===== src/rtl/rf_read_arbiter.sv =====
// Round-robin arbiter for the register file's single tristate read bus.
// Define RF_ARB_TURNAROUND_EN to insert a bus-idle TURN cycle after every DRIVE.
module rf_read_arbiter #(
  parameter int unsigned NREQ = 4,
  parameter int unsigned AW   = 5,
  parameter int unsigned DW   = 32
) (
  input  logic               clk,
  input  logic               reset_n,
  input  logic [NREQ-1:0]    req,
  input  logic [NREQ*AW-1:0] addr,
  output logic [NREQ-1:0]    ack,
  output logic [DW-1:0]      rdata,
  output logic [2**AW-1:0]   bus_en,
  input  logic [DW-1:0]      bus,
  output logic               busy
);

  localparam int unsigned IW = $clog2(NREQ);
  localparam int unsigned ND = 2**AW;

  typedef enum logic [1:0] {StIdle, StDrive, StTurn} state_e;

  state_e          state_q, state_d;
  logic [IW-1:0]   grant_q, grant_d;
  logic [IW-1:0]   ptr_q, ptr_d;
  logic [AW-1:0]   raddr_q, raddr_d;
  logic [NREQ-1:0] ack_q, ack_d;
  logic [DW-1:0]   rdata_q, rdata_d;

  logic [NREQ-1:0]   drive_mask, eligible, elig_rot;
  logic [2*NREQ-1:0] elig_dbl;
  logic              win_vld, arb_go;
  logic [IW-1:0]     win_ofs, win;
  logic [IW:0]       win_sum;
  logic [AW-1:0]     win_addr;

  // The grantee currently on the bus must not win again in the same cycle.
  always_comb begin
    drive_mask = '0;
    if (state_q == StDrive) drive_mask = NREQ'(1) << grant_q;
  end

  assign eligible = req & ~ack_q & ~drive_mask;

  // Rotate so bit 0 is the requester at ptr, then take the lowest set bit.
  assign elig_dbl = {eligible, eligible} >> ptr_q;
  assign elig_rot = elig_dbl[NREQ-1:0];

  always_comb begin
    win_vld = 1'b0;
    win_ofs = '0;
    for (int k = int'(NREQ) - 1; k >= 0; k--) begin
      if (elig_rot[k]) begin
        win_vld = 1'b1;
        win_ofs = IW'(k);
      end
    end
  end

  assign win_sum  = {1'b0, ptr_q} + {1'b0, win_ofs};
  assign win      = (32'(win_sum) >= NREQ) ? IW'(32'(win_sum) - NREQ) : win_sum[IW-1:0];
  assign win_addr = AW'(addr >> (32'(win) * AW));

  always_comb begin
    state_d = state_q;
    grant_d = grant_q;
    ptr_d   = ptr_q;
    raddr_d = raddr_q;
    ack_d   = '0;
    rdata_d = rdata_q;
    bus_en  = '0;
    arb_go  = 1'b0;

    case (state_q)
      StIdle: arb_go = 1'b1;
      StDrive: begin
        bus_en  = ND'(1) << raddr_q;
        rdata_d = bus;
        ack_d   = NREQ'(1) << grant_q;
`ifdef RF_ARB_TURNAROUND_EN
        state_d = StTurn;
`else
        arb_go  = 1'b1;
`endif
      end
      StTurn:  arb_go = 1'b1;
      default: state_d = StIdle;
    endcase

    if (arb_go) begin
      if (win_vld) begin
        state_d = StDrive;
        grant_d = win;
        raddr_d = win_addr;
        ptr_d   = (32'(win) == NREQ - 1) ? '0 : win + IW'(1);
      end else begin
        state_d = StIdle;
      end
    end
  end

  always_ff @(posedge clk or negedge reset_n) begin
    if (!reset_n) begin
      state_q <= StIdle;
      grant_q <= '0;
      ptr_q   <= '0;
      raddr_q <= '0;
      ack_q   <= '0;
      rdata_q <= '0;
    end else begin
      state_q <= state_d;
      grant_q <= grant_d;
      ptr_q   <= ptr_d;
      raddr_q <= raddr_d;
      ack_q   <= ack_d;
      rdata_q <= rdata_d;
    end
  end

  assign ack   = ack_q;
  assign rdata = rdata_q;
  assign busy  = (state_q != StIdle);

endmodule


===== config.mk =====
export PLATFORM = sky130hd
export DESIGN_NAME = rf_read_arbiter
export DESIGN_NICKNAME = d
export VERILOG_FILES = /design/src/rtl/rf_read_arbiter.sv
export SDC_FILE = /design/constraint.sdc
export NUM_CORES = 1
export LEC_CHECK = 0
export ABC_AREA = 1
export BUFFER_PORTS_ARGS = -buffer_cell sky130_fd_sc_hd__buf_2
export CAP_MARGIN = 20
export CORE_UTILIZATION = 50
export CTS_BUF_LIST = sky130_fd_sc_hd__clkbuf_4
export CTS_CLUSTER_DIAMETER = 200
export DETAILED_ROUTE_END_ITERATION = 16
export PLACE_DENSITY_LB_ADDON = 0.3
export SYNTH_ARGS = -nofsm -noshare
export SYNTH_HDL_FRONTEND = slang
export SYNTH_SLANG_ARGS = --single-unit

===== constraint.sdc =====
create_clock -name clk -period 6.5 [get_ports clk]
set_clock_uncertainty 0.1 [all_clocks]
set_input_delay 0 -clock clk [delete_from_list [all_inputs] [get_ports clk]]
set_output_delay 0 -clock clk [all_outputs]
set_load 0.01 [all_outputs]

==> run summary <==
The area of the mapped netlist is 2426 um2. Walking the worst path, the cells encountered are buf_4 -> nand3_2 -> nand3_1 -> nand3_1 -> nand2_2 -> nand3_1 -> a21boi_0 -> ha_1 -> mux2i_1 -> dlygate4sd3_1 -> nand2_1 -> nand3_1 -> dlygate4sd3_1 -> nand2_1. sky130_fd_sc_hd__dfrtp_1 takes more of the synthesized area than any other cell. On the critical path, the stage with the largest delay is an instance of sky130_fd_sc_hd__dlygate4sd3_1. The setup total negative slack came out at 0 ns. Relative to the synthesized area, the layout overhead comes to 48.94%. The number of global-route vias before repair came to roughly 2.5k.

The cell sitting at the root of the clock tree is a sky130_fd_sc_hd__clkbuf_4. The final setup violation count came out at 0. After layout, the worst path uses 59.63% of the clock period. The first-pass iteration count of the detailed router came out at 5.

The first-pass GRT wire length came out at 11040 um. The maximum vdd drop is 515.9 uV. The run finished with clean final reports. The total chip power is 1.696 mW. The total count of hold-check failures in the final report came out at 0.

The final net count is 540. The transition at the pin with the smallest max-transition slack is about 0.95 ns. The number of sinks driven by the clock tree is 46.

The final routed wirelength across all metal layers came out at 7220 um. By startpoint and endpoint, the worst setup path is classified as reg2reg. The clock passes through at most 2 buffers. The global-route usage over all layers came out at 27.45%. Pin placement for this block handled 127 I/O pins. Fill cells in the final layout number 290. The arrival time of data at the critical path endpoint is 4.05 ns. Clock-pin slew was measured on the worst setup and hold paths at ~0.13 ns.

Setup repair after global routing left no endpoint under its margin. The largest delay contributor family on the critical path is buffers and inverters. The floorplan step defined a core boundary enclosing about 4500 um2. The number of warnings reported in the yosys synthesis log came out at 0. Summing over every cut layer, the via total after detailed routing is 2707. The number of antenna violations at the first check in global routing is 0. The clock latency of the later-clocked register in the worst-skew pair is 0.36 ns. Averaged over all synthesized cells, the footprint is approximately 7.7 um2. Counting stages on the worst path, the most repeated cell is sky130_fd_sc_hd__nand3_1. The fraction of synthesized cell area taken by the top area cell type is ~47%. The post-placement cell area came out at 3049 um2. The number of instances in the synthesized netlist is 314. The buffers plus inverters on the worst setup path came out at 3.

Of the cells placed in the final design, the portion with a size suffix greater than 1 is between 30% and 40%. The sum of net half-perimeters after detailed placement came out at 4327 um. The routability congestion estimate is 0.8943. The total global routing overflow came out at 0. Sequential cells were found to cover a little under half of the synthesized design area. STA classifies the critical path endpoint as a flop. The deepest level of the CTS H-tree is 2. The worst hold-check path type is in2reg. The total inserted antenna cells is 0.

The total power per unit cell area came out at 469.5 nW/um2. Sorting the synthesized cells by how often they occur yields sky130_fd_sc_hd__nand2_1, sky130_fd_sc_hd__dfrtp_1, sky130_fd_sc_hd__nor2_1, sky130_fd_sc_hd__nand3_1, sky130_fd_sc_hd__inv_1. The static power due to leakage came out at between 2 and 2.5 nW. The CTS buffer count is 5. The proportion of synthesized flip-flops having asynchronous set or reset is 100.0%. The average wire length per cell after detail routing came out at 13.52 um. The critical path data required time came out at 6.67 ns. STA classifies the critical path startpoint as a flop. Sorting the synthesized cells by area gives the leading types as sky130_fd_sc_hd__dfrtp_1, sky130_fd_sc_hd__nand2_1, sky130_fd_sc_hd__nor2_1. The number of enable flip-flop cells after synthesis is 0. The count of nets left with antenna violations once routing finished came out at 0. Headroom to the max-slew limit came out at 36.28%.

The flip-flop and latch count after synthesis came out at 46. The die height came out at roughly 70 um. The TritonCTS clock tree is yes. The library cell with the highest instance count after synthesis is sky130_fd_sc_hd__nand2_1. The highest clock frequency the design can meet is 258.0 MHz.

The post-layout minimum cycle time came out at 3.876 ns. The quantity of I/O buffers inserted on ports is 126. The starting density of the core came out at 53.86%. The DRC violation total after the first TritonRoute iteration came out at 159.

The post-CTS setup-driven buffer insertion count came out at 0. The reported max-cap violation count is 0. The standard-cell row count came out at 24. After detailed routing, the number of remaining DRC violations is 0.

The count of cell types in the netlist came out at 21. In the synthesized netlist the dominant register cell turns out to be sky130_fd_sc_hd__dfrtp_1. The critical path's largest stage delay came out at 0.61 ns. The width of the die is 71.66 um.

The max-slew violation count came out at 0. The synthesized netlist net count came out at 373. The largest net degree at the start of global routing came out at 47. The die covers 5134 um2.

The final standard cell area without fillers is 3613 um2. Using the TritonRoute via totals, the vias-per-cell ratio works out to 5.069. The largest driver fanout on the critical path is 39.
[kinds of logic (layout without fill, tap and decap cells)]
kind of cell	count (synthesis)	in the layout	share of synthesized area (%)
multiplexers	10	10	4.126
adder cells (fa/ha/maj)	1	1	0.5156
AND/OR/NAND/NOR	214	214	39.87
buffers and inverters	38	206	6.549
XOR/XNOR	1	1	0.3611
AO/OA/AOI/OAI	4	4	1.134
flip-flops	46	46	47.45
[report_power, final]
group	switching (mW)	total [mW]	leakage, nW	internal, mW
Combinational	0.625	1.10	1.52	0.473
Sequential	0.0890	0.469	0.543	0.380
Clock	0.0887	0.129	0.0303	0.0405
Total	0.803	1.70	2.09	0.894
[worst register-to-register path: stages, from the launching register on]
cell and delay [ns]:
sky130_fd_sc_hd__dfrtp_1 0.34, sky130_fd_sc_hd__buf_4 0.37, sky130_fd_sc_hd__nand3_2 0.17, sky130_fd_sc_hd__nand3_1 0.13, sky130_fd_sc_hd__nand3_1 0.10, sky130_fd_sc_hd__nand2_2 0.12, sky130_fd_sc_hd__nand3_1 0.07, sky130_fd_sc_hd__a21boi_0 0.20
sky130_fd_sc_hd__ha_1 0.54, sky130_fd_sc_hd__mux2i_1 0.30, sky130_fd_sc_hd__dlygate4sd3_1 0.61, sky130_fd_sc_hd__nand2_1 0.08, sky130_fd_sc_hd__nand3_1 0.07, sky130_fd_sc_hd__dlygate4sd3_1 0.55, sky130_fd_sc_hd__nand2_1 0.04
[stage by stage]
stage / hold WS [ns] / setup slack (ns) / std cells / utilization [%]
floorplan: -0.3956 / 4.094 / 314 / -
global placement: 0.1014 / 3.984 / 476 / 67.69
detailed placement: 0.1054 / 3.837 / 476 / 67.69
CTS: 0.2507 / 2.795 / 532 / 79.56
global route: 0.2673 / 2.405 / 534 / 80.22
finish: 0.2740 / 2.624 / 534 / 80.22
[registers in the layout, indices dropped and copies added (netlist names)]
name and count:
state_q 1, ptr_q 2, ack 4, rdata 32, grant_q 2, raddr_q 5
[layout make-up]
type,instances,area (um2),area share [%]
timing repair buffer,177,1149,31.79
clock buffer,5,37.54,1.039
tap,52,65.06,1.801
sequential,46,1151,31.86
clock inverter,3,16.27,0.4501
multi-input combinational,230,1116,30.89
inverter,21,78.83,2.181
[timing repair]
action                     in CTS  in global routing
hold endpoints to repair       83                  2
gates resized for setup         0                  0
setup endpoints to repair       0                  0
hold buffers                   48                  1
[worst paths after layout]
check | endpoint | slack, ns | depth (start not counted) | startpoint
min reg2reg | rdata[13] | 0.38 | 2 | rdata[13]
max in group asynchronous | rdata[13] | 5.49 | 4 | reset_n
max reg2reg | raddr_q[0] | 2.62 | 14 | state_q[0]
min | rdata[24] | 0.27 | 4 | bus[24]
min in group asynchronous | rdata[28] | 0.39 | 3 | reset_n
max | raddr_q[0] | 2.62 | 14 | state_q[0]
[routing by layer]
layer  vias up  GRT usage (%)  wire length (um)
met2        95          49.90              3759
met3        18          5.345               347
met4         0          11.76               170
li1       1334              -                 -
met5         -              0                 0
met1      1260          31.34              2942
[cells in the final DEF (no fill, tap or decap), types with 2 or more instances in the layout]
cell type,Yosys,layout
sky130_fd_sc_hd__nor2_1,36,36
sky130_fd_sc_hd__nand4_1,16,16
sky130_fd_sc_hd__buf_2,1,126
sky130_fd_sc_hd__mux2i_1,10,10
sky130_fd_sc_hd__o21a_1,2,2
sky130_fd_sc_hd__nand3_2,8,8
sky130_fd_sc_hd__inv_1,17,17
sky130_fd_sc_hd__dfrtp_1,46,46
sky130_fd_sc_hd__nand2_1,119,119
sky130_fd_sc_hd__dlygate4sd3_1,0,49
sky130_fd_sc_hd__clkbuf_4,0,5
sky130_fd_sc_hd__nand3_1,26,26
sky130_fd_sc_hd__clkinv_1,0,2
sky130_fd_sc_hd__nand2_2,6,6
sky130_fd_sc_hd__inv_2,4,4
No activity file was read; power rests on OpenSTA's default activity.
